**config.mk**
```make
export PLATFORM = sky130hd
export DESIGN_NAME = tlc_monitor
export DESIGN_NICKNAME = d
export VERILOG_FILES = /design/src/rtl/tlc_pkg.sv /design/src/rtl/tlc_colour_dec.sv /design/src/rtl/tlc_monitor.sv
export SDC_FILE = /design/constraint.sdc
export NUM_CORES = 1
export LEC_CHECK = 0
export CORE_MARGIN = 5
export CORE_UTILIZATION = 50
export DETAILED_ROUTE_END_ITERATION = 10
export PLACE_DENSITY = 0.88
export SETUP_SLACK_MARGIN = 0.1
export SLEW_MARGIN = 20
export SYNTH_ARGS = -nofsm -noshare
export SYNTH_HDL_FRONTEND = slang
export SYNTH_SLANG_ARGS = --single-unit
```
**constraint.sdc**
```tcl
create_clock -name c -period 3.5 [get_ports c]
set_clock_uncertainty 0.1 [all_clocks]
set_input_delay 0.7 -clock c [delete_from_list [all_inputs] [get_ports c]]
set_output_delay 0.7 -clock c [all_outputs]
set_load 0.03 [all_outputs]
```
**src/rtl/tlc_pkg.sv**
```systemverilog
// tlc_pkg: colour constants, phase/state types and legal-successor helper for the traffic light monitor
package tlc_pkg;
    localparam logic [2:0] NONE   = 3'b000;
    localparam logic [2:0] RED    = 3'b001;
    localparam logic [2:0] GREEN  = 3'b010;
    localparam logic [2:0] YELLOW = 3'b100;

    typedef enum logic [1:0] {PH_RED = 2'd0, PH_GREEN = 2'd1, PH_YELLOW = 2'd2, PH_INV = 2'd3} phase_t;
    typedef enum logic {UNLOCKED = 1'b0, LOCKED = 1'b1} mon_state_t;

    function automatic logic [2:0] next_colour(input logic [2:0] col);
        return col == RED ? GREEN : col == GREEN ? YELLOW : col == YELLOW ? RED : NONE;
    endfunction
endpackage

```
**src/rtl/tlc_colour_dec.sv**
```systemverilog
// tlc_colour_dec: combinational one-hot check and phase decode of the lamp bus
module tlc_colour_dec
    import tlc_pkg::*;
(
    input  logic [2:0] colour,
    output logic       valid,
    output phase_t     phase
);
    assign valid = $onehot(colour);
    assign phase = colour == RED ? PH_RED : colour == GREEN ? PH_GREEN : colour == YELLOW ? PH_YELLOW : PH_INV;
endmodule

```
**src/rtl/tlc_monitor.sv**
```systemverilog
// tlc_monitor: colour order / dwell checker with error pulses; TLC_MON_CYCLE_CNT_EN builds cycle_cnt
module tlc_monitor
    import tlc_pkg::*;
#(
    parameter int MIN_DWELL = 1,
    parameter int MAX_DWELL = 1,
    parameter int CNT_W     = 4
) (
    input  logic             c,
    input  logic             r,
    input  logic [2:0]       colour,
    input  logic             err_clr,
    output logic [1:0]       phase,
    output logic             valid,
    output logic             locked,
    output logic [CNT_W-1:0] dwell,
    output logic             err_onehot,
    output logic             err_seq,
    output logic             err_short,
    output logic             err_long,
    output logic             err_sticky,
    output logic [7:0]       cycle_cnt
);
    logic             dv;
    phase_t           dp;
    mon_state_t       state, state_n;
    logic [2:0]       prev;
    logic [CNT_W-1:0] dwell_n;
    logic             same, legal, oh_n, seq_n, short_n, long_n;

    tlc_colour_dec u_dec (.colour(colour), .valid(dv), .phase(dp));

    assign same   = dv && colour == prev;
    assign legal  = dv && prev != NONE && colour == next_colour(prev);
    assign locked = state == LOCKED;

    always_comb begin
        state_n = state;
        dwell_n = CNT_W'(1);
        oh_n    = !dv;
        seq_n   = 1'b0;
        short_n = 1'b0;
        long_n  = 1'b0;
        if (!dv) begin
            state_n = UNLOCKED;
            dwell_n = '0;
        end else if (same) begin
            dwell_n = &dwell ? dwell : dwell + 1'b1;
            long_n  = state == LOCKED && dwell == CNT_W'(MAX_DWELL);
        end else if (legal) begin
            state_n = LOCKED;
            short_n = state == LOCKED && dwell < CNT_W'(MIN_DWELL);
        end else if (prev != NONE) begin
            seq_n   = 1'b1;
            state_n = UNLOCKED;
        end
    end

    always_ff @(posedge c or posedge r) begin
        if (r) begin
            state      <= UNLOCKED;
            prev       <= NONE;
            phase      <= PH_INV;
            valid      <= 1'b0;
            dwell      <= '0;
            err_onehot <= 1'b0;
            err_seq    <= 1'b0;
            err_short  <= 1'b0;
            err_long   <= 1'b0;
            err_sticky <= 1'b0;
        end else begin
            state      <= state_n;
            prev       <= dv ? colour : NONE;
            phase      <= dp;
            valid      <= dv;
            dwell      <= dwell_n;
            err_onehot <= oh_n;
            err_seq    <= seq_n;
            err_short  <= short_n;
            err_long   <= long_n;
            // a pulse in the clearing cycle keeps the flag set
            err_sticky <= (err_sticky & ~err_clr) | oh_n | seq_n | short_n | long_n;
        end
    end

`ifdef TLC_MON_CYCLE_CNT_EN
    always_ff @(posedge c or posedge r) begin
        if (r)
            cycle_cnt <= '0;
        else if (legal && state == LOCKED && colour == RED)
            cycle_cnt <= cycle_cnt + 8'd1;
    end
`else
    assign cycle_cnt = '0;
`endif
endmodule

```
==> results of run 1 <==
-- cells by family (layout without fill, tap and decap cells) --
group,Yosys count,in the layout,synth area share [%]
flip-flops,16,16,40.5
AND/OR/NAND/NOR,43,43,24.3
adder cells (fa/ha/maj),5,5,6.92
XOR/XNOR,6,6,5.28
buffers and inverters,20,30,14.3
AO/OA/AOI/OAI,11,11,7.30
other,1,8,0.377
multiplexers,1,1,1.01
-- cell type report --
type | instances | area (µm²)
clock buffer | 4 | 36.3
fill | 172 | 756
inverter | 6 | 22.5
multi-input combinational | 74 | 475
sequential | 16 | 403
tap | 27 | 33.8
timing repair buffer | 20 | 195
-- power by group through the flow --
stage          clock network (mW)  registers [mW]  logic (mW)
6_report                    0.119           0.208       0.106
5_1_grt                     0.136           0.209       0.116
4_1_cts                     0.122           0.208       0.107
3_5_place_dp                    0           0.211       0.106
3_3_place_gp                    0           0.211       0.103
2_1_floorplan                   0           0.223      0.0726
-- cell usage in the layout (no fill, tap or decap), types with 2 or more instances in the layout --
cell | netlist | layout
inv_1 | 6 | 6
clkdlybuf4s50_1 | 0 | 18
nand2_1 | 4 | 4
a31oi_1 | 2 | 2
conb_1 | 1 | 8
nand4_1 | 4 | 4
xnor2_1 | 4 | 4
ha_1 | 3 | 3
dfrtp_1 | 14 | 14
nor3_1 | 4 | 4
buf_4 | 10 | 2
clkbuf_4 | 0 | 3
nor3b_1 | 2 | 2
dfstp_2 | 2 | 2
nand3_1 | 3 | 3
o21ai_0 | 4 | 4
nand2b_1 | 3 | 3
and2_1 | 2 | 2
nor2_1 | 13 | 13
xor2_1 | 2 | 2
-- through the flow --
step	cells	area, µm²	utilization [%]
detailed placement	143	1130	58.8
floorplan	110	1020	-
global route	147	1170	60.7
finish	147	1170	60.7
CTS	147	1170	60.7
global placement	143	1130	58.8
-- worst min-delay path, delay by kind of cell, from the launching register on --
family	cells	cell delay (ps)
AO/OA/AOI/OAI	1	80
flip-flops	1	390
AND/OR/NAND/NOR	1	90
-- routing by layer --
layer	vias to the layer above	wire length [µm]	GRT usage [%]
li1	367	-	-
met3	8	141	3.54
met5	-	0	0
met4	0	63	7.47
met2	39	961	24.8
met1	357	793	19.4
-- worst max path at each step --
| stage | end | slack (ps) | startpoint |
|---|---|---|---|
| after floorplan | err_sticky | 1230 | colour[0] |
| after global placement | err_sticky | 560 | colour[2] |
| after detailed placement | err_sticky | 490 | colour[2] |
| after CTS | err_sticky | 800 | colour[2] |
| after global routing | err_sticky | 670 | colour[2] |
| final | err_sticky | 780 | colour[2] |
==> flow_metrics.env, run 1 <==
export IMPL_clock_fmax_ghz=0.367
export IMPL_dp_slack_ps=489
export IMPL_antenna_found_initial=0
export IMPL_yosys_warnings=0
export IMPL_cts_tree="yes"
export IMPL_die_area_um2=2980
export IMPL_cts_sinks=16
export IMPL_grt_total_usage_pct=15.5
export IMPL_crit_path_start_kind="input port"
export IMPL_ff2ff_setup_slack_ps=1440
export IMPL_p_sw_mw=0.133
export IMPL_cts_buffers=3
export IMPL_cp_required_ps=3560
export IMPL_port_buffer_count=18
export IMPL_worstHoldPathType="reg2reg"
export IMPL_reg_top3="dwell (4), prev (3), phase (2)"
export IMPL_synth_edff_count=0
export IMPL_synth_cell_area_um2=995
export IMPL_synthArstFlopShare_pct=100
export IMPL_status="completed"
export IMPL_rsz0062_at_grt="false"
export IMPL_cts_setup_buffers=0
export IMPL_crit_path_end_kind="register"
export IMPL_firstDrtPassIters=6
export IMPL_tightestPinTransition_ps=578
export IMPL_fin_nets=131
export IMPL_fin_crit_sh_pct=77.8
export IMPL_path_class="in2reg"
export IMPL_avgSynthCellArea_um2=9.66
export IMPL_hold_path_startpoint="locked"
export IMPL_drv_slew=0
export IMPL_ys_ff_latch=16
export IMPL_r2r_end="err_sticky"
export IMPL_cp_max_fo=10
export IMPL_ys_types=35
export IMPL_synth_top_area_share_pct=35.2
export IMPL_ys_seq_area_share_pct=40.5
export IMPL_die_h_um=54.6
export IMPL_hold_violations=0
export IMPL_hold_ws_ps=491
export IMPL_hpwl_mm=1.48
export IMPL_clk_latency_ps=280
export IMPL_grt_max_degree=17
export IMPL_regMostFlops="dwell"
export IMPL_hold_buffers=0
export IMPL_pwr_share_seq_pct=48.0
export IMPL_synthTopCellsByArea="dfrtp_1, buf_4, dfstp_2"
export IMPL_path_cells="clkdlybuf4s50_1, fa_1, nand2b_2, nor4b_1, and3_4, or4_1"
export IMPL_num_vias=771
export IMPL_antenna_cells=0
export IMPL_drv_cap=0
export IMPL_period_needed_ps=2720
export IMPL_grt_pass1_wl_mm=3.28
export IMPL_cts_max_path_buffers=2
export IMPL_ir_worst_vdd_mv=0.170
export IMPL_root_buffer="clkbuf_4"
export IMPL_initial_core_util_pct=51.8
export IMPL_die_w_um=54.6
export IMPL_power_mw=0.433
export IMPL_postSynthCellCount=103
export IMPL_synth_commonest_cells="dfrtp_1, nor2_1, buf_4, inv_1"
export IMPL_yosysMostFrequentCell="dfrtp_1"
export IMPL_swShare_pct=30.8
export IMPL_largest_reg_flops=4
export IMPL_layout_drive_gt1_share_pct=11.7
export IMPL_route_detailed_drc=0
export IMPL_syn_to_final_growth_pct=17.2
export IMPL_cp_arrival_ps=2790
export IMPL_path_delay_family="simple AND/OR/NAND/NOR gates"
export IMPL_powerDensity_nw_per_um2=372
export IMPL_cpMaxStageDelayCell="clkdlybuf4s50_1"
export IMPL_reg2reg_depth=5
export IMPL_ctsResizeCount=0
export IMPL_yosys_most_used_dff="dfrtp_1"
export IMPL_max_stage_delay_ps=690
export IMPL_yosys_area_top_type="dfrtp_1"
export IMPL_intPower_mw=0.300
export IMPL_leakage_nw=0.499
export IMPL_slew_limit_headroom_pct=61.4
export IMPL_grt_ovfl_total=0
export IMPL_p_comb_share_pct=24.5
export IMPL_clkTransAtPathRegs_ps=90
export IMPL_fin_ws_ps=776
export IMPL_holdPathStages=2
export IMPL_antenna_left=0
export IMPL_htree_levels=1
export IMPL_setup_viol=0
export IMPL_clkPwrFrac_pct=27.6
export IMPL_pin_count=27
export IMPL_path_buf_inv=1
export IMPL_finalSetupTns_ps=0
export IMPL_whs_endpoint="locked"
export IMPL_grt_pass1_vias=743
export IMPL_gp_congestion=0.777
export IMPL_reg2reg_from="prev[1]"
export IMPL_via_per_inst=5.24
export IMPL_avgRoutedWirePerCell_um=13.3
export IMPL_drt_iter0_markers=11
export IMPL_finalWirelength_mm=1.96
export IMPL_critical_path_cell_count=6
export IMPL_num_rows=16
export IMPL_core_area_um2=1920
(Power assumes the default switching activity.)
==> inputs of run 2 (changes only) <==
Settings changed: CORE_UTILIZATION 50 to 47, PLACE_DENSITY 0.88 to 0.84.
Clock period 3.5 ns to 2.7 ns, I/O delays scaled along.
==> run 2 against run 1 <==
Power is 32% higher. Non-clock buffer count is 4 higher. Worst hold slack worse by 2.7 ps. Worst setup slack worse by 440 ps. Sequential power is 30% higher. Critical endpoint unchanged. Combinational power is 37% higher. Largest cell class unchanged. Critical path type unchanged.
==> flow_metrics.env, run 2 (synthesis results as in run 1) <==
export IMPL_status="completed"
export IMPL_hpwl_mm=1.48
export IMPL_power_mw=0.570
export IMPL_cp_required_ps=2760
export IMPL_num_vias=778
export IMPL_cp_arrival_ps=2420
export IMPL_root_buffer="clkbuf_4"
export IMPL_path_delay_family="simple AND/OR/NAND/NOR gates"
export IMPL_route_detailed_drc=0
export IMPL_period_needed_ps=2360
export IMPL_grt_pass1_wl_mm=3.24
export IMPL_fin_ws_ps=336
export IMPL_antenna_cells=0
export IMPL_layout_common_cells="clkdlybuf4s50_1, dfrtp_1, nor2_1"
export IMPL_antenna_found_initial=0
export IMPL_antenna_left=0
export IMPL_tightestPinTransition_ps=568
export IMPL_setup_viol=0
export IMPL_rsz0062_at_grt="false"
export IMPL_initial_core_util_pct=50.2
export IMPL_regMostFlops="dwell"
export IMPL_core_area_um2=1980
export IMPL_cpMaxStageDelayCell="clkdlybuf4s50_1"
export IMPL_grt_max_degree=17
export IMPL_htree_levels=1
export IMPL_clock_fmax_ghz=0.423
export IMPL_crit_path_start_kind="input port"
export IMPL_ctsResizeCount=0
export IMPL_hold_buffers=0
export IMPL_n_fill_cell=168
export IMPL_hold_ws_ps=488
export IMPL_num_rows=16
export IMPL_path_cells="clkdlybuf4s50_1, fa_1, nand2b_2, nor4b_1, and3_4, or4_1"
export IMPL_finalWirelength_mm=1.91
export IMPL_port_buffer_count=18
export IMPL_cp_max_fo=4
export IMPL_avgRoutedWirePerCell_um=12.6
export IMPL_cts_buffers=3
export IMPL_layout_drive_gt1_share_pct=14.5
export IMPL_crit_path_end_kind="register"
export IMPL_powerDensity_nw_per_um2=477
export IMPL_reg_top3="dwell (4), prev (3), phase (2)"
export IMPL_fin_nets=135
export IMPL_ff2ff_setup_slack_ps=600
export IMPL_leakage_nw=0.518
export IMPL_firstDrtPassIters=4
export IMPL_gp_congestion=0.834
export IMPL_grt_pass1_vias=725
export IMPL_die_h_um=56.0
export IMPL_fin_crit_sh_pct=87.6
export IMPL_cts_setup_buffers=0
export IMPL_clkTransAtPathRegs_ps=90
export IMPL_ir_worst_vdd_mv=0.432
export IMPL_die_area_um2=3140
export IMPL_worstHoldPathType="reg2reg"
export IMPL_path_buf_inv=1
export IMPL_largest_reg_flops=4
export IMPL_finalSetupTns_ps=0
export IMPL_hold_violations=0
export IMPL_drt_iter0_markers=31
export IMPL_cts_sinks=16
export IMPL_pin_count=27
export IMPL_cts_max_path_buffers=2
export IMPL_max_stage_delay_ps=540
export IMPL_slew_limit_headroom_pct=62.1
export IMPL_grt_total_usage_pct=12.6
export IMPL_syn_to_final_growth_pct=20.3
export IMPL_clk_latency_ps=290
export IMPL_drv_slew=0
export IMPL_via_per_inst=5.15
export IMPL_cts_tree="yes"
export IMPL_path_class="in2reg"
export IMPL_layout_commonest_cell="clkdlybuf4s50_1"
export IMPL_drv_cap=0
export IMPL_grt_ovfl_total=0
export IMPL_dp_slack_ps=42.5
export IMPL_die_w_um=56.0
## run 2: cell types whose count changed in the layout (fill, tap and decap cells not counted)
cell and change:
buf_4 +4
## run 2: per-stage QoR
step                      area, µm²  instances  utilization, %
final                          1200        151            60.4
after floorplan                1020        110               -
after global placement         1160        147            58.5
after detailed placement       1160        147            58.5
after global routing           1200        151            60.4
after CTS                      1200        151            60.4
## run 2: path summary, 6_finish.rpt
check / start / endpoint / cells past startpoint
min: locked / locked / 2
max reg2reg: prev[2] / err_sticky / 5
max: colour[1] / err_sticky / 6
max in group asynchronous: r / phase[0] / 2
min reg2reg: locked / locked / 2
min in group asynchronous: r / dwell[3] / 2
## run 2: report_power, final
| part | switching, mW | internal [mW] | total (mW) |
|---|---|---|---|
| Clock | 0.0729 | 0.0821 | 0.155 |
| Sequential | 0.0153 | 0.255 | 0.270 |
| Combinational | 0.0869 | 0.0583 | 0.145 |
## run 2: layer usage
metal	vias to the layer above	global-route usage, %	wire [µm]
li1	375	-	-
met1	359	17.1	815
met2	44	19.4	886
met3	0	4.18	204
met4	0	3.05	0
met5	-	0	0
## run 2: area by class of cell
| type | count | area (µm²) | area share (%) |
|---|---|---|---|
| multi-input cells | 74 | 475 | 39.7 |
| flip-flops and latches | 16 | 403 | 33.7 |
| repair buffers | 24 | 225 | 18.8 |
| clock buffers | 4 | 36.3 | 3.03 |
| well taps | 27 | 33.8 | 2.82 |
| inverters | 6 | 22.5 | 1.88 |
## run 2: worst min-delay path: cells and delay by family, from the launching register on
family / cells / cell delay, ps
DFF: 1 / 390
AOI/OAI and AO/OA: 1 / 90
and+or+nand+nor: 1 / 80
==> inputs of run 3 (changes only) <==
Settings changed: CAP_MARGIN from default to 20, CORE_MARGIN 5 to default.
Clock period 2.7 ns to 2.29 ns, I/O delays scaled along.
==> run 3 against run 2 <==
First-iteration DRC count is 16% lower. Clock power up 15%. Critical path depth shrank 1. Register-to-register slack got worse by 390 ps. Power is 21% higher. Sequential share of layout area shrank 1.8 points. Final area up 5.6%. Utilization up 3.4 points. Non-clock buffer count rose by 8. Die area shrank 27%. Via count is 5.9% higher. Count of clock-buffer cells in the layout did not move. Critical path type is now reg2reg. Critical endpoint unchanged. Largest power group unchanged.
==> flow_metrics.env, run 3 (synthesis results as in run 1) <==
export IMPL_syn_to_final_growth_pct=27.0
export IMPL_layout_commonest_cell="clkdlybuf4s50_1"
export IMPL_pin_count=27
export IMPL_die_w_um=48.0
export IMPL_cts_buffers=3
export IMPL_use_met1_pct=25.5
export IMPL_hpwl_mm=1.47
export IMPL_grt_total_usage_pct=18.6
export IMPL_powerDensity_nw_per_um2=548
export IMPL_fin_crit_sh_pct=90.9
export IMPL_cts_setup_buffers=0
export IMPL_status="completed"
export IMPL_reg2reg_depth=5
export IMPL_crit_path_end_kind="register"
export IMPL_path_class="reg2reg"
export IMPL_ir_worst_vdd_mv=0.366
export IMPL_initial_core_util_pct=50.2
export IMPL_hold_buffers=0
export IMPL_leakage_nw=0.567
export IMPL_tightestPinTransition_ps=577
export IMPL_power_mw=0.692
export IMPL_drt_iter0_markers=26
export IMPL_largest_reg_flops=4
export IMPL_root_buffer="clkbuf_4"
export IMPL_crit_path_start_kind="register"
export IMPL_reg_top3="dwell (4), prev (3), phase (2)"
export IMPL_num_rows=16
export IMPL_worstHoldPathType="in2async"
export IMPL_clk_latency_ps=280
export IMPL_die_h_um=48.0
export IMPL_utilization_pct=63.8
export IMPL_antenna_left=0
export IMPL_grt_ovfl_total=0
export IMPL_ff2ff_setup_slack_ps=210
export IMPL_fin_nets=143
export IMPL_gp_congestion=0.811
export IMPL_ctsResizeCount=6
export IMPL_num_vias=824
export IMPL_die_area_um2=2300
export IMPL_antenna_found_initial=0
export IMPL_grt_pass1_vias=688
export IMPL_port_buffer_count=18
export IMPL_htree_levels=1
export IMPL_route_detailed_drc=0
export IMPL_drv_slew=0
export IMPL_reg2reg_from="prev[2]"
export IMPL_antenna_cells=0
export IMPL_r2r_end="err_sticky"
export IMPL_endpoint="err_sticky"
export IMPL_crit_start="prev[2]"
export IMPL_cp_required_ps=2350
export IMPL_drv_cap=0
export IMPL_core_area_um2=1980
export IMPL_gr_usage_met3_pct=3.40
export IMPL_clkTransAtPathRegs_ps=90
export IMPL_setup_viol=0
export IMPL_avgRoutedWirePerCell_um=12.0
export IMPL_finalWirelength_mm=1.91
export IMPL_slew_limit_headroom_pct=61.5
export IMPL_period_needed_ps=2080
export IMPL_cts_sinks=16
export IMPL_layout_common_cells="clkdlybuf4s50_1, dfrtp_1, buf_4"
export IMPL_grt_pass1_wl_mm=3.00
export IMPL_grt_util_met2_pct=29.5
export IMPL_firstDrtPassIters=4
export IMPL_rsz0062_at_grt="false"
export IMPL_grt_max_degree=17
export IMPL_grt_busiest_layer="met2"
export IMPL_cp_arrival_ps=2140
export IMPL_cts_tree="yes"
export IMPL_layout_drive_gt1_share_pct=20.5
export IMPL_clock_fmax_ghz=0.480
export IMPL_cp_max_fo=10
export IMPL_cts_max_path_buffers=2
export IMPL_regMostFlops="dwell"
export IMPL_via_per_inst=5.18
export IMPL_hold_violations=0
==> run 3: changes by cell type in the layout (fill, tap and decap cells not counted) <==
cell,before,now
nand2b_2,1,0
nand2b_4,0,1
dlygate4sd2_1,0,3
clkdlybuf4s50_1,18,15
buf_4,6,14
nor4_1,1,0
o21ai_0,4,3
o21ai_1,0,1
nor4_2,0,1
==> run 3: layout make-up <==
cell class	count	area, µm²
clock buffer	4	36.3
fill	148	718
inverter	6	22.5
multi-input combinational	74	487
sequential	16	403
tap	27	33.8
timing repair buffer	32	282
==> run 3: worst min-delay path by stage <==
stage                       from       end  slack (ps)  cells after the start
after floorplan                r  dwell[0]         270                      1
after global placement    locked    locked         440                      2
after detailed placement  locked    locked         500                      2
after CTS                      r  dwell[2]         440                      2
after global routing           r  err_long         480                      2
final                          r  dwell[2]         430                      2
==> run 3: worst max-delay path: stages (launching register included) <==
cell	delay, ps
dfrtp_1	510
maj3_2	370
a21oi_2	140
o311ai_1	130
and3_4	200
or4_1	500
==> run 3: per-layer routing <==
layer  part of all wire, %  vias to the layer above
li1                      -                      395
met1                    42                      384
met2                    50                       43
met3                   6.8                        2
met4                  0.37                        0
met5                     0                        -
==> run 3: stage by stage <==
stage	cell area [µm²]	hold WS, ps	setup WS [ps]	setup TNS [ps]	cells
2_1_floorplan	1020	270	263	0	110
3_3_place_gp	1220	437	-225	-565	155
3_5_place_dp	1220	500	-311	-849	155
4_1_cts	1260	444	226	0	159
5_1_grt	1260	480	135	0	159
6_report	1260	427	209	0	159
==> run 3: report_power, final <==
group	switching, mW	internal (mW)	leakage (nW)
combinational	0.108	0.0862	0.342
clock	0.0824	0.0967	0.0210
sequential	0.0181	0.300	0.205
total	0.209	0.483	0.567
==> edit 1, RTL diff (config.mk and constraints of run 1) <==
Add a define of `TLC_MON_CYCLE_CNT_EN`.
--- a/src/rtl/tlc_monitor.sv
+++ b/src/rtl/tlc_monitor.sv
@@ -1,4 +1,6 @@
 // tlc_monitor: colour order / dwell checker with error pulses; TLC_MON_CYCLE_CNT_EN builds cycle_cnt
+`define TLC_MON_CYCLE_CNT_EN
+
 module tlc_monitor
     import tlc_pkg::*;
 #(
Function: changed (a bounded check fails within 4 cycles, from zero or initial values).
==> edit 1 against run 1 <==
Final area increased by 37%; sequential power increased by 46%; setup slack got worse by 110 ps; first-iteration DRC count increased to 3.2 times the old value; non-clock buffer count increased by 9; synthesized area increased by 28%; cell count increased by 24%; power increased by 27%; wire length increased by 37%; sequential cell count increased by 8; die area increased by 23%.
==> edit 1: results (changes against run 1) <==
The smallest hold slack came out at 394 ps (-96.3 ps). The number of global-route vias before repair came to 967 (+30%). The quantity of I/O buffers inserted on ports is 26 (+8).

For hold timing, the worst endpoint is cycle_cnt[7]$_DFFE_PP0P_. The flow ran to the end, and the final reports show no timing, DRC or antenna violations. The total track usage came to 0.169 (+0.0140). The net count reported at finish is 165 (+26%). The startpoint of the most critical register-to-register path is prev[2]$_DFF_PP0_. The worst supply voltage drop on vdd is 0.231 mV (+36%).

The number of distinct library cells after synthesis is 38 (+8.6%). The number of iterations in the first detailed-routing pass came out at 4 (-2). The largest fanout on the critical path is 6 (-4). The mean routed wirelength per cell is 14.7 um (+10%).

The clock transition at the register clock pins on the worst setup and hold paths after CTS came out at 130 ps (+40 ps). The worst-margin pin slew is 859 ps (+280 ps). The proportion of layout cells with a drive suffix above 1 came out at 0.105 (-0.0121).

The biggest cell delay along the critical path is 550 ps (-140 ps). The pin count of the biggest net entering global routing is 25 (+8). The first-pass GRT wire length came to 4460 um (+36%). Counting every net in the synthesized netlist gives ~140. The detailed-route via count was 1012 (+31%). The cell depth of the worst min-delay path came out at 1 (-1).

The worst-skew pair later-pin latency is 320 ps (+40 ps). By area the synthesized netlist is led by dfrtp_1 43%, xor2_1 4.8%, dfstp_2 4.1%, xnor2_1 4.1%, ha_1 3.9%. In this run the most critical hold path is launched from cycle_cnt[7]$_DFFE_PP0P_. The arrival time at the worst endpoint is 2950 ps (+160 ps). The sequential fraction of the synthesis area was 0.473 (+0.0684).

The reg-to-reg setup timing slack came to 1100 ps (-340 ps). The global placement routability congestion came out at 0.835 (+7.4%). The number of filler cells placed in the layout was 196 (+14%). The half-perimeter wire length after detailed placement is 2080 um (+41%). The first-iteration detailed-routing DRC count is 35 (+24). The largest registers in the layout are cycle_cnt: 8 flops, dwell: 4 flops, prev: 3 flops. The net switching power of the design came out at 0.155 mW (+16%). The reg-to-reg critical path endpoint is cycle_cnt[6]$_DFFE_PP0P_. After synthesis, the most frequently instantiated cells are 22 x dfrtp_1, 11 x inv_1, 10 x nand2_1.

The leakage power of the design is 0.688 nW (+38%). On the critical path, the stage with the largest delay is an instance of fa_1.
## edit 1: cell types whose count changed in the layout (fill, tap and decap cells not counted), sizes merged, moves of 4 or more
cell                  run 1  this run
clkdlybuf4s50            18        26
conb                      8         0
dfrtp                    14        22
nand2                     4        10
inv                       6        11
nor2                     13         8
xor2                      2         7
nand3                     3         7
## edit 1: area by class of cell
cell class	instances	area, um^2	share of cell area
Clock buffer	4	36.3	0.0228
Tap cell	30	37.5	0.0236
Multi-Input combinational cell	85	592	0.372
Timing Repair Buffer	29	283	0.178
Inverter	11	41.3	0.0259
Sequential cell	24	603	0.379
## edit 1: how the worst max path moves through the flow
stage	from	endpoint	slack, ps	cells past startpoint
6_report	colour[2]	cycle_cnt[6]$_DFFE_PP0P_	670	7
5_1_grt	colour[2]	cycle_cnt[6]$_DFFE_PP0P_	570	7
4_1_cts	colour[2]	cycle_cnt[6]$_DFFE_PP0P_	690	7
3_5_place_dp	colour[2]	cycle_cnt[6]$_DFFE_PP0P_	330	7
3_3_place_gp	colour[2]	cycle_cnt[6]$_DFFE_PP0P_	450	7
2_1_floorplan	colour[0]	cycle_cnt[6]$_DFFE_PP0P_	960	6
## edit 1: logic make-up after synthesis
kind of cell / synth area share
multiplexers: 0.0167
buffers and inverters: 0.0619
XOR/XNOR: 0.0894
flip-flops: 0.473
AND/OR/NAND/NOR: 0.224
AO/OA/AOI/OAI: 0.0796
adder cells (fa/ha/maj): 0.0550
## edit 1: per-stage QoR
stage / std cells / cell area, um^2 / setup slack, ps / power [mW] / util
after floorplan: 126 / 1270 / 956 / 0.375 / -
after global placement: 179 / 1560 / 446 / 0.406 / 0.634
after detailed placement: 179 / 1560 / 335 / 0.412 / 0.634
after CTS: 183 / 1590 / 687 / 0.556 / 0.649
after global routing: 183 / 1590 / 570 / 0.576 / 0.649
final: 183 / 1590 / 670 / 0.550 / 0.649
## edit 1: per-layer routing
metal  wire length [um]  vias to the layer above  global-route usage
met5                  0                        -                   0
met1               1060                      486               0.207
met4                 75                        0              0.0960
met3                138                        5              0.0255
li1                   -                      491                   -
met2               1410                       30               0.284
## edit 1: power groups by stage
stage | Clock (mW) | Combinational (mW) | Sequential (mW)
floorplan | 0 | 0.0548 | 0.320
global route | 0.158 | 0.113 | 0.306
finish | 0.144 | 0.103 | 0.303
global placement | 0 | 0.0988 | 0.307
CTS | 0.149 | 0.103 | 0.303
detailed placement | 0 | 0.103 | 0.308
==> edit 2, RTL diff (flow settings as in run 1) <==
Made on the original files. Remove the register `err_onehot`: a continuous assignment takes its place, so the output `err_onehot` follows one clock earlier.
--- a/src/rtl/tlc_monitor.sv
+++ b/src/rtl/tlc_monitor.sv
@@ -63,7 +63,6 @@
             phase      <= PH_INV;
             valid      <= 1'b0;
             dwell      <= '0;
-            err_onehot <= 1'b0;
             err_seq    <= 1'b0;
             err_short  <= 1'b0;
             err_long   <= 1'b0;
@@ -74,7 +73,6 @@
             phase      <= dp;
             valid      <= dv;
             dwell      <= dwell_n;
-            err_onehot <= oh_n;
             err_seq    <= seq_n;
             err_short  <= short_n;
             err_long   <= long_n;
@@ -82,6 +80,8 @@
             err_sticky <= (err_sticky & ~err_clr) | oh_n | seq_n | short_n | long_n;
         end
     end
+
+    assign err_onehot = oh_n;
 
 `ifdef TLC_MON_CYCLE_CNT_EN
     always_ff @(posedge c or posedge r) begin
Behaviour: not the same (Yosys sat finds a counterexample within 4 cycles, from zero or initial values).
==> edit 2 against run 1 <==
Global-route usage fell by 2.8 points; sequential power fell by 6%; synthesized area fell by 3.8%; wire length fell by 15%; setup slack got worse by 350 ps; sequential cell count fell by 1; final area fell by 2.4%; power fell by 9.4%; first-iteration DRC count rose by 82%; maximum frequency fell by 11%; clock power fell by 21%; critical endpoint is now err_onehot; largest cell class unchanged; largest power group unchanged.
==> edit 2: results (changes against run 1) <==
The run finished with clean final reports. The largest registers in the layout are dwell: 4 flops, prev: 3 flops, phase: 2 flops. The achievable clock frequency is 0.326 GHz (-11%).

The buffer levels on the longest clock path is 2 (unchanged). The post-cts gate resize count came out at 0 (unchanged). Counting instances in the post-synthesis netlist gives the leading cell types as 13 x dfrtp_1, 8 x buf_4, 8 x nor2_1. The relative max-transition margin was 0.643 (+0.0292). The reg-to-reg setup timing slack is 1710 ps (+270 ps). The min-delay analysis places its worst path in the category register to register. The setup slack at placement came to 429 ps (-59.9 ps). The number of buffers created by CTS is 3 (unchanged). The startpoint of the most critical register-to-register path is prev[0]$_DFF_PP0_.

The H-tree level count is 1 (unchanged). The root buffer cell chosen for the clock tree is clkbuf_4. The detailed-route via count is 745 (-3.4%).

The quantity of I/O buffers inserted on ports is 18 (unchanged). The leakage power of the design came out at 0.504 nW (+1.2%). The global placement routability congestion came out at 0.827 (+6.5%). The proportion of layout cells with a drive suffix above 1 came out at 0.120 (+0.00299). The largest fanout on the critical path came to 11 (+1). The clock transition at the register clock pins on the worst setup and hold paths after CTS came out at 80 ps.

The number of distinct library cells after synthesis was 41 (+17%). The first-pass GRT wire length was 2620 um (-20%). Sorting the synthesized cells by area gives the leading types as dfrtp_1 34%, buf_4 6.3%, dfstp_2 5.5%, ha_1 3.9%, xor2_1 3.7%. The total track usage came out at 0.127 (-0.0280).

The proportion of synthesized flip-flops having asynchronous set or reset came to 1.00 (unchanged). The number of iterations in the first detailed-routing pass is 4 (-2). The length in cells of the worst reg-to-reg path came to 5 (unchanged). The total wirelength of the detailed-routed design is 1660 um (-15%). The reg-to-reg critical path endpoint is err_sticky$_DFF_PP0_.

The net count reported at finish was 128 (-2.3%). The total of warnings raised by yosys is 0 (unchanged). The first-iteration detailed-routing DRC count is 20 (+9). The worst supply voltage drop on vdd came out at 0.247 mV (+45%). The smallest hold slack came out at 539 ps (+48.1 ps). The number of antenna violations at the first check in global routing came out at 0 (unchanged). The critical path starts at colour[0]. The total inserted antenna cells is 0 (unchanged).

The pin count of the biggest net entering global routing came out at 16 (-1). The sequential fraction of the synthesis area came out at 0.395 (-0.0103). The post-CTS setup buffer count is 0 (unchanged). The half-perimeter wire length after detailed placement is 1300 um (-12%).

The arrival time at the worst endpoint is 2270 ps (-520 ps). The number of global-route vias before repair came out at 615 (-17%). The critical path endpoint is err_onehot. The worst-skew pair later-pin latency is 280 ps (about the same).
==> edit 2: cell count changes after synthesis, moves of 3 or more <==
cell | run 1 | this run
buf_2 | 0 | 5
nand4_1 | 4 | 1
o21ai_0 | 4 | 1
buf_6 | 4 | 1
xnor2_1 | 4 | 1
nor2_1 | 13 | 8
==> edit 2: per-layer routing <==
layer  routed length [um]  vias to the layer above  GRT usage  share of wire
li1                     -                      364          -              -
met1                  736                      347      0.164           0.44
met2                  748                       30      0.200           0.45
met3                  158                        4     0.0499          0.095
met4                   12                        0     0.0255         0.0072
met5                    0                        -          0              0
==> edit 2: cell families after synthesis <==
kind of cell,share of synthesized area
AOI/OAI and AO/OA,0.127
xor gates and xnor gates,0.0457
adders and majority gates,0.0601
buffers and inverters,0.116
DFF,0.395
muxes,0.0105
other,0.00392
and+or+nand+nor,0.242
==> edit 2: cell type report <==
cell class	instances	area (um^2)
fill	148	626
multi-input combinational	74	494
sequential	15	378
timing repair buffer	20	193
tap	25	31.3
clock buffer	3	22.5
inverter	4	15.0
clock inverter	1	5.00
==> edit 2: worst min path at each step <==
stage               slack (ps)  cells after the start              endpoint                  from
finish                     540                      2  dwell[2]$_DFFE_PP0P_  dwell[3]$_DFFE_PP0P_
global route               580                      2  dwell[2]$_DFFE_PP0P_  dwell[3]$_DFFE_PP0P_
CTS                        540                      2  dwell[2]$_DFFE_PP0P_  dwell[3]$_DFFE_PP0P_
detailed placement         530                      2  dwell[2]$_DFFE_PP0P_  dwell[3]$_DFFE_PP0P_
global placement           510                      2  dwell[1]$_DFFE_PP0P_  dwell[1]$_DFFE_PP0P_
floorplan                  500                      1  dwell[0]$_DFFE_PP0P_                     r
==> edit 2: worst max-delay path, cell delays in order <==
cell,delay (ps)
clkdlybuf4s50_1,610
fa_1,620
nand2b_1,130
buf_4,210
==> edit 2: where the power goes <==
group | internal (mW) | leakage, nW | switching, mW
Clock | 0.0425 | 0.0177 | 0.0515
Sequential | 0.183 | 0.194 | 0.0116
Combinational | 0.0420 | 0.292 | 0.0622
==> edit 2: through the flow <==
stage | cell area (um^2) | instances
global placement | 1110 | 138
floorplan | 983 | 107
detailed placement | 1110 | 138
global route | 1140 | 142
CTS | 1140 | 142
finish | 1140 | 142
